==> config.mk <==
export PLATFORM = sky130hd
export DESIGN_NAME = ram_seq_ctrl_flat
export DESIGN_NICKNAME = d
export VERILOG_FILES = /design/src/rtl/ram_seq_pkg.sv /design/src/rtl/ram_seq_ctrl_if.sv /design/src/rtl/ram_seq_chk.sv /design/src/rtl/ram_seq_ctrl.sv /design/src/flat_wrapper.sv
export SDC_FILE = /design/constraint.sdc
export NUM_CORES = 1
export LEC_CHECK = 0
export CAP_MARGIN = 20
export CORE_MARGIN = 2
export CORE_UTILIZATION = 41
export CTS_CLUSTER_DIAMETER = 150
export DETAILED_ROUTE_END_ITERATION = 8
export PLACE_DENSITY = 0.85
export RECOVER_POWER = 100
export SLEW_MARGIN = 20
export SYNTH_ARGS = -nofsm -noshare
export SYNTH_HDL_FRONTEND = slang
export SYNTH_SLANG_ARGS = --single-unit
==> constraint.sdc <==
create_clock -name CLK -period 1.85 [get_ports CLK]
set_input_delay 0.555 -clock CLK [delete_from_list [all_inputs] [get_ports CLK]]
set_output_delay 0.555 -clock CLK [all_outputs]
set_load 0.1 [all_outputs]
==> src/rtl/ram_seq_pkg.sv <==
// Shared definitions for the RAM sequencing controller: default widths and FSM states.
package ram_seq_pkg;

  localparam int DEF_OW = 4;
  localparam int DEF_DW = DEF_OW + 1;
  localparam int DEF_AW = 2 * DEF_OW;

  typedef enum logic [2:0] {
    ST_IDLE,
    ST_WRITE,
    ST_READ,
    ST_WAIT,
    ST_RESP
  } state_t;

endpackage

==> src/rtl/ram_seq_ctrl_if.sv <==
// Request / RAM / response bundle of ram_seq_ctrl. ERR and ERR_CNT exist only
// when RAM_SEQ_CHECK_EN is defined.
interface ram_seq_ctrl_if import ram_seq_pkg::*; #(
  parameter int OW = DEF_OW,
  parameter int DW = DEF_DW,
  parameter int AW = DEF_AW
);

  logic          REQ_VALID;
  logic          REQ_READY;
  logic          REQ_WR;
  logic [OW-1:0] REQ_A;
  logic [OW-1:0] REQ_B;
  logic          RAM_CS;
  logic          RAM_WE;
  logic [AW-1:0] RAM_ADDR;
  logic [DW-1:0] RAM_DIN;
  logic [DW-1:0] RAM_DOUT;
  logic          RSP_VALID;
  logic          RSP_READY;
  logic [DW-1:0] RSP_DATA;
  logic [AW-1:0] RSP_ADDR;
  logic          BUSY;
`ifdef RAM_SEQ_CHECK_EN
  logic          ERR;
  logic [7:0]    ERR_CNT;
`endif

  // Controller side.
  modport slave (
    input  REQ_VALID, REQ_WR, REQ_A, REQ_B, RAM_DOUT, RSP_READY,
    output REQ_READY, RAM_CS, RAM_WE, RAM_ADDR, RAM_DIN,
    output RSP_VALID, RSP_DATA, RSP_ADDR, BUSY
`ifdef RAM_SEQ_CHECK_EN
    , output ERR, ERR_CNT
`endif
  );

  // Requester, RAM and response-consumer side.
  modport master (
    output REQ_VALID, REQ_WR, REQ_A, REQ_B, RAM_DOUT, RSP_READY,
    input  REQ_READY, RAM_CS, RAM_WE, RAM_ADDR, RAM_DIN,
    input  RSP_VALID, RSP_DATA, RSP_ADDR, BUSY
`ifdef RAM_SEQ_CHECK_EN
    , input ERR, ERR_CNT
`endif
  );

endinterface

==> src/rtl/ram_seq_chk.sv <==
// Read-data checker: a RAM word is expected to hold the sum of the two operand
// halves of its address. Pulses err on mismatch and keeps a saturating count.
module ram_seq_chk import ram_seq_pkg::*; #(
  parameter int AW = DEF_AW,
  parameter int OW = DEF_OW,
  parameter int DW = DEF_DW
) (
  input  logic          CLK,
  input  logic          RST_N,
  input  logic          sample,
  input  logic [DW-1:0] data,
  input  logic [AW-1:0] addr,
  output logic          err,
  output logic [7:0]    err_cnt
);

  logic [DW-1:0] expected;
  logic          mismatch;

  assign expected = DW'(addr[AW-1:OW]) + DW'(addr[OW-1:0]);
  assign mismatch = sample && (data != expected);

  always_ff @(posedge CLK or negedge RST_N) begin
    if (!RST_N) begin
      err     <= 1'b0;
      err_cnt <= '0;
    end else begin
      err <= mismatch;
      if (mismatch && err_cnt != 8'hFF) err_cnt <= err_cnt + 8'd1;
    end
  end

endmodule

==> src/rtl/ram_seq_ctrl.sv <==
// Sequences write-sum / read-back requests onto a 1-cycle-latency synchronous RAM.
// Optional read-data checker (ERR, ERR_CNT) is built when RAM_SEQ_CHECK_EN is defined.
module ram_seq_ctrl import ram_seq_pkg::*; #(
  parameter int AW = DEF_AW,
  parameter int OW = DEF_OW,
  parameter int DW = DEF_DW
) (
  input logic           CLK,
  input logic           RST_N,
  ram_seq_ctrl_if.slave bus
);

  state_t        state_q, state_d;
  logic          cs_q, cs_d;
  logic          we_q, we_d;
  logic [AW-1:0] addr_q, addr_d;
  logic [DW-1:0] din_q, din_d;
  logic [DW-1:0] rsp_data_q, rsp_data_d;

  // Strobes are computed one state ahead so CS/WE/DIN come straight from flops.
  always_comb begin
    // NOTE: every variable gets a default before the case so no path infers a latch.
    state_d    = state_q;
    cs_d       = 1'b0;
    we_d       = 1'b0;
    addr_d     = addr_q;
    din_d      = din_q;
    rsp_data_d = rsp_data_q;
    case (state_q)
      ST_IDLE: begin
        if (bus.REQ_VALID) begin
          addr_d = {bus.REQ_A, bus.REQ_B};
          cs_d   = 1'b1;
          if (bus.REQ_WR) begin
            state_d = ST_WRITE;
            we_d    = 1'b1;
            din_d   = DW'(bus.REQ_A) + DW'(bus.REQ_B);
          end else begin
            state_d = ST_READ;
          end
        end
      end
      ST_WRITE: state_d = ST_IDLE;
      ST_READ:  state_d = ST_WAIT;
      ST_WAIT: begin
        rsp_data_d = bus.RAM_DOUT;
        state_d    = ST_RESP;
      end
      ST_RESP:  if (bus.RSP_READY) state_d = ST_IDLE;
      default:  state_d = ST_IDLE;
    endcase
  end

  always_ff @(posedge CLK or negedge RST_N) begin
    if (!RST_N) begin
      state_q    <= ST_IDLE;
      cs_q       <= 1'b0;
      we_q       <= 1'b0;
      addr_q     <= '0;
      din_q      <= '0;
      rsp_data_q <= '0;
    end else begin
      // NOTE: non-blocking assignments so every flop sees pre-edge values.
      state_q    <= state_d;
      cs_q       <= cs_d;
      we_q       <= we_d;
      addr_q     <= addr_d;
      din_q      <= din_d;
      rsp_data_q <= rsp_data_d;
    end
  end

  // The latched address doubles as the response address; it only moves on accept.
  assign bus.REQ_READY = (state_q == ST_IDLE);
  assign bus.BUSY      = (state_q != ST_IDLE);
  assign bus.RSP_VALID = (state_q == ST_RESP);
  assign bus.RSP_DATA  = rsp_data_q;
  assign bus.RSP_ADDR  = addr_q;
  assign bus.RAM_CS    = cs_q;
  assign bus.RAM_WE    = we_q;
  assign bus.RAM_ADDR  = addr_q;
  assign bus.RAM_DIN   = din_q;

`ifdef RAM_SEQ_CHECK_EN
  ram_seq_chk #(
    .AW(AW),
    .OW(OW),
    .DW(DW)
  ) u_chk (
    .CLK     (CLK),
    .RST_N   (RST_N),
    .sample  (state_q == ST_WAIT),
    .data    (bus.RAM_DOUT),
    .addr    (addr_q),
    .err     (bus.ERR),
    .err_cnt (bus.ERR_CNT)
  );
`endif

endmodule

==> src/flat_wrapper.sv <==
// flat-port wrapper written by rule: the top's interface ports become plain ports
module ram_seq_ctrl_flat import ram_seq_pkg::*;
#(
  parameter int AW = DEF_AW,
  parameter int OW = DEF_OW,
  parameter int DW = DEF_DW
)
  (CLK, RST_N, bus_REQ_VALID, bus_REQ_WR, bus_REQ_A, bus_REQ_B, bus_RAM_DOUT, bus_RSP_READY, bus_REQ_READY, bus_RAM_CS, bus_RAM_WE, bus_RAM_ADDR, bus_RAM_DIN, bus_RSP_VALID, bus_RSP_DATA, bus_RSP_ADDR, bus_BUSY);
  ram_seq_ctrl_if #(.OW(OW), .DW(DW), .AW(AW)) bus_i ();
  input logic CLK;
  input logic RST_N;
  input wire logic [$bits(bus_i.REQ_VALID)-1:0] bus_REQ_VALID;
  input wire logic [$bits(bus_i.REQ_WR)-1:0] bus_REQ_WR;
  input wire logic [$bits(bus_i.REQ_A)-1:0] bus_REQ_A;
  input wire logic [$bits(bus_i.REQ_B)-1:0] bus_REQ_B;
  input wire logic [$bits(bus_i.RAM_DOUT)-1:0] bus_RAM_DOUT;
  input wire logic [$bits(bus_i.RSP_READY)-1:0] bus_RSP_READY;
  output wire logic [$bits(bus_i.REQ_READY)-1:0] bus_REQ_READY;
  output wire logic [$bits(bus_i.RAM_CS)-1:0] bus_RAM_CS;
  output wire logic [$bits(bus_i.RAM_WE)-1:0] bus_RAM_WE;
  output wire logic [$bits(bus_i.RAM_ADDR)-1:0] bus_RAM_ADDR;
  output wire logic [$bits(bus_i.RAM_DIN)-1:0] bus_RAM_DIN;
  output wire logic [$bits(bus_i.RSP_VALID)-1:0] bus_RSP_VALID;
  output wire logic [$bits(bus_i.RSP_DATA)-1:0] bus_RSP_DATA;
  output wire logic [$bits(bus_i.RSP_ADDR)-1:0] bus_RSP_ADDR;
  output wire logic [$bits(bus_i.BUSY)-1:0] bus_BUSY;
  assign bus_i.REQ_VALID = bus_REQ_VALID;
  assign bus_i.REQ_WR = bus_REQ_WR;
  assign bus_i.REQ_A = bus_REQ_A;
  assign bus_i.REQ_B = bus_REQ_B;
  assign bus_i.RAM_DOUT = bus_RAM_DOUT;
  assign bus_i.RSP_READY = bus_RSP_READY;
  assign bus_REQ_READY = bus_i.REQ_READY;
  assign bus_RAM_CS = bus_i.RAM_CS;
  assign bus_RAM_WE = bus_i.RAM_WE;
  assign bus_RAM_ADDR = bus_i.RAM_ADDR;
  assign bus_RAM_DIN = bus_i.RAM_DIN;
  assign bus_RSP_VALID = bus_i.RSP_VALID;
  assign bus_RSP_DATA = bus_i.RSP_DATA;
  assign bus_RSP_ADDR = bus_i.RSP_ADDR;
  assign bus_BUSY = bus_i.BUSY;
  ram_seq_ctrl #(.AW(AW), .OW(OW), .DW(DW)) u_core (.CLK(CLK), .RST_N(RST_N), .bus(bus_i));
endmodule
==> results.md, run 1 <==
* Path category of the worst min-delay check: reg2reg
* Non-filler instance count after layout at 172
* Worst r2r path cells at 5
* Initial Util at between 40% and 50%
* Final Net Count at 166
* Post-synth ARST share at 100%
* Cells after DPL at 165
* Final setup margin at -40.9 ps
* Yosys top cell area share at 51.8%
* Peak Freq at 529 MHz
* Core box area at 2520 sq um
* Avg Inst Size Synth at ~13 sq um
* Max FO, Critical Path at 4
* Clock slew at reported path FFs at roughly 120 ps
* Worst Path Buf+Inv at 2
* Fillers at 189
* Hold Path Stages at 1
* Layout area overhead at 51.6%
* Vias per inst at 4.97
* Number of synthesized register bits at 23
* RSZ-0062 raised after global routing: true
* Most frequent cells in the layout: 19 x dfrtp_1, 13 x clkbuf_4, 13 x clkdlybuf4s50_1, 11 x buf_12
* WS Path Type: reg2out
* Area of the multi-input gates at about 410 sq um
* # DRC at 0
* Worst EP required at 1290 ps
* Iter 0 DRT Violations at 0
* Dpl hpwl at 2.10 mm
* Fin. Hold Viols at 0
* Post-synth top area cell: dfrtp_1
* CTS tree: done
* Final Slew Violations at 0
* Max-Slew Margin vs Limit at 62.6%
* Final setup skew at 7.03 ps
* I/O pin cnt at 49
* Clock sink total at 23
* Routed vias at between 800 and 900
* Root Driver: clkbuf_4
* CP Capture Type: primary output
* Seq/Total Area, Yosys at between 50% and 60%
* H-tree depth at 1
* Crit path depth at 3
* Synth Flop Type: dfrtp_1
* Most common cell after layout, fill and taps aside: dfrtp_1
* Hold_buf cts at 0
* CP arrival at 1340 ps
* Initial antenna violation count at 0
* Total congestion overflow at 0
* Syn nets at 110
* DRT Wirelength at about 2.7 mm
* Die ar. at about 3100 sq um
* Clock Latency Late Sink at 300 ps
* Routability cong. at 0.785
* Setup tns final at -50.0 ps
* Post-synth EDFFs at 0
* Die height at 56.1 microns
* Startpoint Class: flip-flop
* N_diodes at 0
* Failing checks: setup timing
* Outcome: finished, violations left
* Post-route ant nets at 0
* Rows at 18
* DIE WIDTH at 56.1 microns
* Global-route usage over all layers at between 10% and 20%
* Final period utilization at 102%
* FF+latch area at 581 sq um
* Synth Warn # at 0
* Cells after Synth at 87
* Final core occ at about 67%
* Synth cell types at 24
* Leading post-synthesis cells by cell area: dfrtp_1 52%, mux2_4 11%, mux2_2 6.1%
* Largest net degree at the start of global routing at 24
* Vias in the first global route at 981
* Worst path cell trace: nor3_4 > buf_6 > buf_12
* Average routed wire per standard cell at 15.5 microns
* Number of port buffers at 48
* Cell family with most CP delay: flip-flops
* Minimum clock period at 1890 ps
* Max-cap viol count at 0
* First-pass GRT wire length at 4.73 mm
* TritonCTS Buffers at 3
* Worst-Margin Slew at 561 ps
* Layout cells sized above 1 at 44.4%
* Final-report setup violation count at 2
* Drt first pass iters at 1
* Post-Syn Area at 1110 sq um
* Slowest stage delay, CP at ~460 ps
* Slowest CP cell: dfrtp_2
* Clock buffer depth at 2
synthesized netlist by cell type, drive strengths merged, types with 2 or more instances:
master  number
nor2         2
buf          9
dfrtp       23
nor3         3
and2         2
ha           4
o21ai        7
mux2        14
a21oi        3
nand2        3
inv          8
per-layer routing:
layer  up-vias  share of wire [%]  track usage [%]
li1        402                  -                -
met1       406                 39             21.6
met2        40                 52             33.6
met3         6                6.1             5.58
met4         0                2.5             9.18
met5         -                  0                0
per-stage QoR:
stage | setup WS (ps) | area, sq um | hold WS [ps]
2_1_floorplan | -741 | 1120 | 259
3_3_place_gp | -217 | 1940 | 532
3_5_place_dp | -320 | 1940 | 554
4_1_cts | -45.5 | 1990 | 532
5_1_grt | -116 | 1680 | 548
6_report | -40.9 | 1680 | 516
logic make-up after synthesis:
| family | synth area share [%] |
|---|---|
| multiplexers | 16.9 |
| buffers and inverters | 9.91 |
| AND/OR/NAND/NOR | 7.88 |
| flip-flops | 51.8 |
| adder cells (fa/ha/maj) | 6.31 |
| XOR/XNOR | 0.788 |
| AO/OA/AOI/OAI | 6.42 |
path summary, 6_finish.rpt:
kind	start	slack, ps	to
min reg2reg	u_core.bus.RAM_DIN[0]	520	u_core.bus.RAM_DIN[0]
min	u_core.bus.RAM_DIN[0]	520	u_core.bus.RAM_DIN[0]
max reg2reg	u_core.state_q[1]	340	u_core.bus.RAM_DIN[0]
min in group asynchronous	RST_N	760	u_core.state_q[1]
max in group asynchronous	RST_N	680	u_core.state_q[0]
max	u_core.state_q[1]	-40	bus_REQ_READY
sequential cells by signal (all words and copies together) (netlist names):
name / count
u_core.bus.RAM_ADDR: 8
u_core.bus.RAM_DIN: 5
u_core.bus.RSP_DATA: 5
u_core.state_q: 3
u_core.bus.RAM_CS: 1
u_core.bus.RAM_WE: 1
final cells by class:
class | instances | share of cell area, %
Sequential cell | 23 | 34.5
Timing Repair Buffer | 60 | 35.7
Clock buffer | 4 | 1.56
Inverter | 8 | 1.78
Tap cell | 30 | 2.23
Multi-Input combinational cell | 47 | 24.2
repair_timing:
| action | in CTS | in global routing |
|---|---|---|
| endpoints found under the hold margin | 0 | 0 |
| resized for setup | 5 | 1 |
| buffers inserted | 2 | 1 |
| endpoints found under the setup margin | 3 | 4 |
| pin swaps | 1 | 0 |
Power of run 1 is left out: the tool's default activity adds up to more than one toggle a clock period on the data nets, which glitch-free logic cannot reach.
==> inputs of run 2 (changes only) <==
--- a/config.mk
+++ b/config.mk
@@ -10,8 +10,9 @@
 export CORE_UTILIZATION = 41
 export CTS_CLUSTER_DIAMETER = 150
 export DETAILED_ROUTE_END_ITERATION = 8
-export PLACE_DENSITY = 0.85
+export PLACE_DENSITY_LB_ADDON = 0.25
 export RECOVER_POWER = 100
+export SETUP_SLACK_MARGIN = 0.5
 export SLEW_MARGIN = 20
 export SYNTH_ARGS = -nofsm -noshare
 export SYNTH_HDL_FRONTEND = slang
==> constraint.sdc (replaced) <==
create_clock -name CLK -period 1.8 [get_ports CLK]
set_input_delay 0.54 -clock CLK [delete_from_list [all_inputs] [get_ports CLK]]
set_output_delay 0.54 -clock CLK [all_outputs]
set_load 0.1 [all_outputs]
==> run 2 against run 1 <==
Compared with the run above: the run still ends with setup timing left; final cell count grew 5.8%; first-iteration DRC count grew 6; hold slack lost 14 ps; die area is the same; critical path depth is the same; sequential share of layout area shrank 6.5 points; largest cell class unchanged.
==> results.md, run 2 (same netlist as run 1, synthesis figures left out) <==
* Place WS at -360 ps (was -320 ps)
* RSZ-0062 raised after global routing: true (unchanged)
* Top sig layer: met4 (unchanged)
* Max FO, Critical Path at 3 (was 4)
* Die height at 56.1 microns (unchanged)
* Routed vias at 947 (was 854)
* Root Driver: clkbuf_4 (unchanged)
* TritonCTS Buffers at 3 (unchanged)
* Wire length on met2 at 2.04 mm (was 1.39 mm)
* Clock Latency Late Sink at 310 ps (was 300 ps)
* First-pass GRT wire length at 5.18 mm (was 4.73 mm)
* CP arrival at 1340 ps (about the same)
* DR WL met3 at 123 microns (was 162 microns)
* Final setup margin at -79.4 ps (was -40.9 ps)
* Minimum clock period at around 1900 ps
* Worst path cell trace: nor3_4 > buf_6 > buf_12 (unchanged)
* Area of the multi-input gates at 538 sq um (was 408 sq um)
* Path category of the worst min-delay check: in2reg (was reg2reg)
* Drt first pass iters at 2 (was 1)
* CP Capture Type: primary output (unchanged)
* Core box area at 2520 sq um (unchanged)
* Largest net degree at the start of global routing at 24 (unchanged)
* Worst Path Buf+Inv at 2 (unchanged)
* Vias in the first global route at 1041 (was 981)
* Most frequent cells in the layout: 31 x buf_12, 13 x dfrtp_2, 10 x mux2_4, 10 x buf_4, 9 x buf_6 (was 19 x dfrtp_1, 13 x clkbuf_4, 13 x clkdlybuf4s50_1, 11 x buf_12)
* Layout cells sized above 1 at 71.7% (was 44.4%)
* Worst EP required at 1260 ps (was 1290 ps)
* N_diodes at 0 (unchanged)
* FF+latch area at 622 sq um (was 581 sq um)
* H-tree depth at 1 (unchanged)
* Max-Slew Margin vs Limit at 60.6% (was 62.6%)
* Final-report setup violation count at 3 (was 2)
* Number of flip-flops in the largest register at 8 (unchanged)
* WS Path Type: reg2out (unchanged)
* Initial Util at 44.0% (unchanged)
* DIE WIDTH at 56.1 microns (unchanged)
* Metal1 wirelength at 1.23 mm (was 1.05 mm)
* Rows at 18 (unchanged)
* Iter 0 DRT Violations at 6 (was 0)
* Total congestion overflow at 0 (unchanged)
* Hold_buf cts at 0 (unchanged)
* Vias per inst at 5.20 (was 4.97)
* Clock slew at reported path FFs at 140 ps (was 120 ps)
* Most common cell after layout, fill and taps aside: buf_12 (was dfrtp_1)
* Final period utilization at 104%
* Clock buffer depth at 2 (unchanged)
* Post-route ant nets at 0 (unchanged)
* Fillers at 115 (was 189)
* Layout area overhead at 100% (was 51.6%)
* Outcome: finished, violations left (unchanged)
* Cell family with most CP delay: flip-flops (unchanged)
* Final setup skew at 14.6 ps (was 7.03 ps)
* Dpl hpwl at 2.00 mm (was 2.10 mm)
* Fin. Hold Viols at 0 (unchanged)
* Initial antenna violation count at 0 (unchanged)
* Slowest stage delay, CP at 460 ps (about the same)
* Worst-Margin Slew at 592 ps (was 561 ps)
* Slowest CP cell: dfrtp_2 (unchanged)
* DRT Wirelength at 3.49 mm (was 2.67 mm)
* CTS tree: done (unchanged)
* Final Net Count at 176 (was 166)
* Final Slew Violations at 0 (unchanged)
* Global-route usage over all layers at 21.4% (was 19.4%)
* Clock sink total at 23 (unchanged)
* Routability cong. at 0.832 (was 0.785)
* Average routed wire per standard cell at 19.1 microns (was 15.5 microns)
* Peak Freq at between 500 and 600 MHz
* I/O pin cnt at 49 (unchanged)
* Max-cap viol count at 0 (unchanged)
* # DRC at 0 (unchanged)
* Startpoint Class: flip-flop (unchanged)
* Number of port buffers at 48 (unchanged)
* Failing checks: setup timing (unchanged)
* Die ar. at 3140 sq um (unchanged)
run 2: layout make-up:
type	count	area share (%)
clock buffers	4	1.18
inverters	8	1.63
multi-input cells	48	24.2
flip-flops and latches	23	27.9
well taps	30	1.69
repair buffers	69	43.4
run 2: worst paths after layout:
kind                                   startpoint                      to  slack [ps]  cells after the start
setup / recovery                u_core.state_q[0]           bus_REQ_READY         -80                      3
hold reg to reg            u_core.bus.RSP_DATA[2]  u_core.bus.RSP_DATA[2]         570                      1
max in group asynchronous                   RST_N  u_core.bus.RAM_ADDR[3]         560                      2
setup reg to reg                u_core.state_q[0]  u_core.bus.RAM_ADDR[4]          90                      6
hold / removal                       bus_REQ_A[0]  u_core.bus.RAM_ADDR[4]         500                      2
min in group asynchronous                   RST_N       u_core.state_q[2]         780                      2
run 2: repair_timing:
item | in CTS | in global routing
gates cloned | 1 | 0
setup endpoints to repair | 44 | 51
resized for setup | 58 | 11
pin swaps | 11 | 4
setup buffers | 6 | 6
run 2: per-stage QoR:
stage | utilization (%) | hold WS (ps) | area [sq um] | cells | TNS (ps)
4_1_cts | 85.9 | 500 | 2170 | 176 | -111
3_3_place_gp | 78.3 | 523 | 1970 | 165 | -804
3_5_place_dp | 78.3 | 544 | 1970 | 165 | -1130
6_report | 88.2 | 502 | 2230 | 182 | -180
5_1_grt | 88.2 | 485 | 2230 | 182 | -378
2_1_floorplan | - | 244 | 1260 | 87 | -6250
run 2: metal layers:
metal  vias to the layer above  track usage, %
met5                         -               0
met4                         0            5.78
met3                         8            4.88
met2                        36            41.8
met1                       483            22.5
li1                        420               -
run 2: worst reg2reg max path, stage by stage, from the launching register on:
cell     delay [ps]
dfrtp_2         460
nor3_4          260
buf_4           160
buf_6            80
buf_6           110
and2_4          210
mux2_4          310
Power of run 2 is left out for the same reason.
==> inputs of run 3 (changes only) <==
--- a/config.mk
+++ b/config.mk
@@ -6,7 +6,7 @@
 export NUM_CORES = 1
 export LEC_CHECK = 0
 export CAP_MARGIN = 20
-export CORE_MARGIN = 2
+export CORE_MARGIN = 4
 export CORE_UTILIZATION = 41
 export CTS_CLUSTER_DIAMETER = 150
 export DETAILED_ROUTE_END_ITERATION = 8
==> run 3 against run 2 <==
Compared with the run above: the flow still finishes with violations (setup timing); non-clock buffer count is 3 lower; critical path depth unchanged; final cell count is 1.6% lower; routed wire length is 4.5% lower; first-iteration DRC count grew to 3.5 times the previous value; die area up 15%; sequential cell count did not move; hold slack got worse by 49 ps; global-route usage down 4.5 points; via count decreased by 3.5%; maximum frequency is 2.3% lower; final area decreased by 1.1%.
==> results.md, run 3 (same netlist as run 1, synthesis figures left out) <==
* Routed vias at 914 (was 947)
* Initial Util at 44.0% (unchanged)
* Final Slew Violations at 0 (unchanged)
* TritonCTS Buffers at 3 (unchanged)
* Most common cell after layout, fill and taps aside: buf_12 (unchanged)
* Routability cong. at 0.889 (was 0.832)
* CTS tree: done (unchanged)
* Max FO, Critical Path at 4 (was 3)
* Final setup margin at -124 ps (was -79.4 ps)
* Largest net degree at the start of global routing at 24 (unchanged)
* Vias in the first global route at 1031 (was 1041)
* Root Driver: clkbuf_4 (unchanged)
* Die ar. at 3610 sq um (was 3140 sq um)
* Max-cap viol count at 0 (unchanged)
* Average routed wire per standard cell at 18.6 microns (was 19.1 microns)
* First-pass GRT wire length at 4.57 mm (was 5.18 mm)
* Hold_buf cts at 0 (unchanged)
* HP Start: bus_REQ_B[0] (was bus_REQ_A[0])
* N_diodes at 0 (unchanged)
* Outcome: finished, violations left (unchanged)
* CP arrival at 1380 ps (was 1340 ps)
* Worst-Margin Slew at 568 ps (was 592 ps)
* Number of port buffers at 48 (unchanged)
* Number of flip-flops in the largest register at 8 (unchanged)
* Clock buffer depth at 2 (unchanged)
* Minimum clock period at 1920 ps (was 1880 ps)
* Worst EP required at 1260 ps (about the same)
* Hold endpoint: u_core.bus.RAM_ADDR[0] (was u_core.bus.RAM_ADDR[4])
* Layout area overhead at 98.2% (was 100%)
* WS Path Type: reg2out (unchanged)
* CP Capture Type: primary output (unchanged)
* Vias per inst at 5.11 (was 5.20)
* Rows at 18 (unchanged)
* Final-report setup violation count at 3 (unchanged)
* Dpl hpwl at 2.05 mm (was 2.00 mm)
* H-tree depth at 1 (unchanged)
* Slowest stage delay, CP at 470 ps (was 460 ps)
* Final Net Count at 173 (was 176)
* FF-to-FF End: u_core.bus.RAM_ADDR[6] (was u_core.bus.RAM_ADDR[4])
* Cell family with most CP delay: flip-flops (unchanged)
* DIE WIDTH at 60.1 microns (was 56.1 microns)
* Place WS at -341 ps (was -360 ps)
* Global-route usage over all layers at 16.9% (was 21.4%)
* Path category of the worst min-delay check: in2reg (unchanged)
* I/O pin cnt at 49 (unchanged)
* Fin. Hold Viols at 0 (unchanged)
* Worst Path Buf+Inv at 2 (unchanged)
* Failing checks: setup timing (unchanged)
* Reg-to-reg startpoint: u_core.state_q[1] (was u_core.state_q[0])
* Core box area at 2520 sq um (unchanged)
* # DRC at 0 (unchanged)
* Peak Freq at 520 MHz (was 532 MHz)
* Setup slack, reg-to-reg at 150 ps (was 90 ps)
* Clock Latency Late Sink at 330 ps (was 310 ps)
* Iter 0 DRT Violations at 21 (was 6)
* Drt first pass iters at 4 (was 2)
* Post-route ant nets at 0 (unchanged)
* Slowest CP cell: dfrtp_2 (unchanged)
* DRT Wirelength at 3.33 mm (was 3.49 mm)
* Worst r2r path cells at 5 (was 6)
* Startpoint Class: flip-flop (unchanged)
* Total congestion overflow at 0 (unchanged)
* Most frequent cells in the layout: 31 x buf_12, 14 x dfrtp_2, 10 x buf_6, 9 x mux2_4, 8 x dfrtp_4 (was 31 x buf_12, 13 x dfrtp_2, 10 x mux2_4, 10 x buf_4, 9 x buf_6)
* RSZ-0062 raised after global routing: true (unchanged)
* Die height at 60.1 microns (was 56.1 microns)
* Worst path cell trace: nor3_4 > buf_6 > buf_12 (unchanged)
* Initial antenna violation count at 0 (unchanged)
* Final period utilization at 107% (was 104%)
* Clock sink total at 23 (unchanged)
* Clock slew at reported path FFs at 140 ps (about the same)
* Layout cells sized above 1 at 72.5% (was 71.7%)
* Final setup skew at 5.34 ps (was 14.6 ps)
* Hold Path Stages at 2 (unchanged)
* Fillers at 131 (was 115)
* Max-Slew Margin vs Limit at 62.1% (was 60.6%)
run 3: changes by cell type in the layout (fill, tap and decap cells not counted), sizes merged:
cell	change
buf	-3
run 3: worst register-to-register path, cell delays in order (launching register included):
cell and delay (ps):
dfrtp_2 470, nor3_4 280, buf_4 160, buf_6 110
and2_4 210, mux2_4 320
run 3: worst max path at each step:
| stage | slack (ps) | from | to | cells after the start |
|---|---|---|---|---|
| after floorplan | -780 | u_core.state_q[2] | u_core.bus.RAM_DIN[3] | 4 |
| after global placement | -260 | bus_REQ_B[0] | u_core.bus.RAM_DIN[4] | 7 |
| after detailed placement | -340 | bus_REQ_B[0] | u_core.bus.RAM_DIN[4] | 7 |
| after CTS | -70 | u_core.state_q[1] | bus_REQ_READY | 3 |
| after global routing | -170 | u_core.state_q[1] | bus_REQ_READY | 3 |
| final | -120 | u_core.state_q[1] | bus_REQ_READY | 3 |
run 3: repair_timing:
item,CTS,global route
gates cloned,1,0
setup buffers,4,5
gates resized for setup,44,22
endpoints found under the setup margin,44,49
pin swaps,9,3
run 3: per-layer routing:
layer | part of all wire [%] | track usage (%)
met1 | 36 | 18.3
met2 | 54 | 32.1
met3 | 8.0 | 3.89
met4 | 2.0 | 4.75
met5 | 0 | 0
run 3: metrics by stage:
stage,instances,area (sq um),hold slack (ps),TNS [ps],util [%]
after floorplan,87,1260,244,-6250,-
after global placement,165,1970,524,-798,78.3
after detailed placement,165,1970,536,-1150,78.3
after CTS,174,2100,469,-174,83.4
after global routing,179,2200,438,-465,87.3
final,179,2200,453,-296,87.3
run 3: layout make-up:
type | instances | area (sq um) | area share, %
Timing Repair Buffer | 66 | 950 | 43.1
Sequential cell | 23 | 623 | 28.3
Multi-Input combinational cell | 48 | 529 | 24.0
Tap cell | 30 | 37.5 | 1.70
Inverter | 8 | 36.3 | 1.65
Clock buffer | 4 | 26.3 | 1.19
Power of run 3 is left out for the same reason.
==> variant (settings of run 2) <==
The 5 states of `state_t` get a one-hot encoding in 5 bits.
--- a/src/rtl/ram_seq_pkg.sv
+++ b/src/rtl/ram_seq_pkg.sv
@@ -7,8 +7,8 @@
 
-  typedef enum logic [2:0] {
-    ST_IDLE,
-    ST_WRITE,
-    ST_READ,
-    ST_WAIT,
-    ST_RESP
+  typedef enum logic [4:0] {
+    ST_IDLE  = 5'b00001,
+    ST_WRITE = 5'b00010,
+    ST_READ  = 5'b00100,
+    ST_WAIT  = 5'b01000,
+    ST_RESP  = 5'b10000
   } state_t;
Behaviour: same outputs for any inputs over 10 cycles, from zero or initial values and one cycle with RST_N low; not proved beyond that.
==> variant against run 2 <==
  * Sequential cell count increased by 2
  * Highest routed layer unchanged
  * Setup slack got worse by 78 ps
  * Fmax decreased by 4.0%
  * Wire length increased by 7.3%
  * Design area increased by 12%
  * Non-clock buffer count increased by 2
  * Synthesized area increased by 9.5%
  * Die area increased by 8.8%
  * Critical endpoint unchanged
  * Via count increased by 6.4%
  * Critical path depth increased by 1
  * The run still ends with negative setup slack left
Power is not shown: default switching activity piles up to over one toggle a cycle in this logic, so the estimate is an artifact.
==> variant: results (changes against run 2) <==
[route]
top_layer = met4  ; unchanged
wl_met1_um = 1450  ; was 1230 um
wl_met3_um = 140  ; was 123 um
dr_wl_met2_um = 2070  ; was 2040 um
avgViaCountPerCell = 5.22  ; was 5.20
wl_um = 3740  ; was 3490 um
firstDrtPassIters = 4  ; was 2
drtIter0Drc = 16  ; was 6

[outcome]
status = finished, violations left  ; unchanged
violations = negative setup slack  ; unchanged

[place]
place_congestion = 0.730  ; was 0.832
dpl_cell_area_mm2 = 0.00216  ; was 0.00197 mm^2
io_buffers = 48  ; unchanged
place_ws_ps = -330  ; was -360 ps

[global_route]
grt_pass1_vias = 1090  ; was 1,041
grt_max_degree = 26  ; was 24
track_usage_pct = 21.2  ; was 21.4%
grtUsageMet3_pct = 3.52  ; was 4.88%
grt_pass1_wl_um = 5440  ; was 5180 um
use_met2_pct = 37.1  ; was 41.8%
use_met1_pct = 27.0  ; was 22.5%

[timing]
skew_ps = 4.28  ; was 14.6 ps
tightest_slew_ps = 647  ; was 592 ps
timing.final.ws_setup_ps = -158  ; was -79.4 ps
hold_slack_ps = 573  ; was 502 ps
finalSetupViolCount = 20  ; was 3
tns_ps = -1300  ; was -180 ps

[logic_synthesis]
synth_cell_types = 32  ; was 24
yosys_warnings = 0  ; unchanged
ys_seq_area_share_pct = 51.5  ; was 51.8%
synth_xor_area_share_pct = 1.44  ; was 0.788%
synthTopCellsByArea = dfrtp_1 49%, mux2_2 12%, buf_4 4.9%  ; was dfrtp_1 52%, mux2_4 11%, mux2_2 6.1%
synth.net_count = 117  ; was 110
synth_compound_area_share_pct = 6.17  ; was 6.42%
synthTopCellsByCount = 24 x dfrtp_1, 13 x mux2_2, 8 x buf_4, 7 x inv_1, 6 x o21ai_0  ; was 23 x dfrtp_1, 8 x buf_4, 8 x inv_1, 8 x mux2_4, 7 x o21ai_0
synthMuxAreaShare_pct = 14.5  ; was 16.9%

[critical_path]
critPathCapture = bus_REQ_READY  ; unchanged
crit_fanout = 5  ; was 3
critPathLaunch = u_core.state_q[1]  ; was u_core.state_q[0]
r2r_cells = 11  ; was 6
rrSetupSlack_ps = -110  ; was 90 ps
r2r_end = u_core.bus.RAM_DIN[2]  ; was u_core.bus.RAM_ADDR[4]
crit_arrival_ps = 1420  ; was 1340 ps

[final_layout]
drive_above_1_share_pct = 77.2  ; was 71.7%
final_nets = 186  ; was 176
nFillCells = 109  ; was 115

[cts]
htreeDepth = 1  ; unchanged
cts_setup_buffers = 12  ; was 6
cts.repair.resized = 44  ; was 58

[worst_hold_path]
whs_path_depth = 1  ; was 2
holdPathEnd = u_core.bus.RSP_DATA[4]  ; was u_core.bus.RAM_ADDR[4]

-- variant: worst max-delay path, stage by stage, from the launching register on --
cell and delay, ps:
dfrtp_2 490, nor2_4 170, nand4bb_4 160, clkinvlp_4 120
buf_12 160
-- variant: per-stage QoR --
stage	cells	util, %
after floorplan	94	-
after global placement	172	77.7
after detailed placement	172	77.7
after CTS	188	87.4
after global routing	193	89.8
final	193	89.8
-- variant: area by class of cell --
type / count / area (um^2) / area share [%]
well taps: 31 / 38.8 / 1.55
flip-flops and latches: 25 / 677 / 27.1
multi-input cells: 54 / 702 / 28.1
inverters: 8 / 36.3 / 1.45
clock buffers: 4 / 26.3 / 1.05
repair buffers: 71 / 1020 / 40.8
-- variant: logic make-up after synthesis --
group | count (synthesis)
and+or+nand+nor | 19
muxes | 15
adders and majority gates | 5
xor gates and xnor gates | 2
DFF | 25
buffers and inverters | 16
AOI/OAI and AO/OA | 12
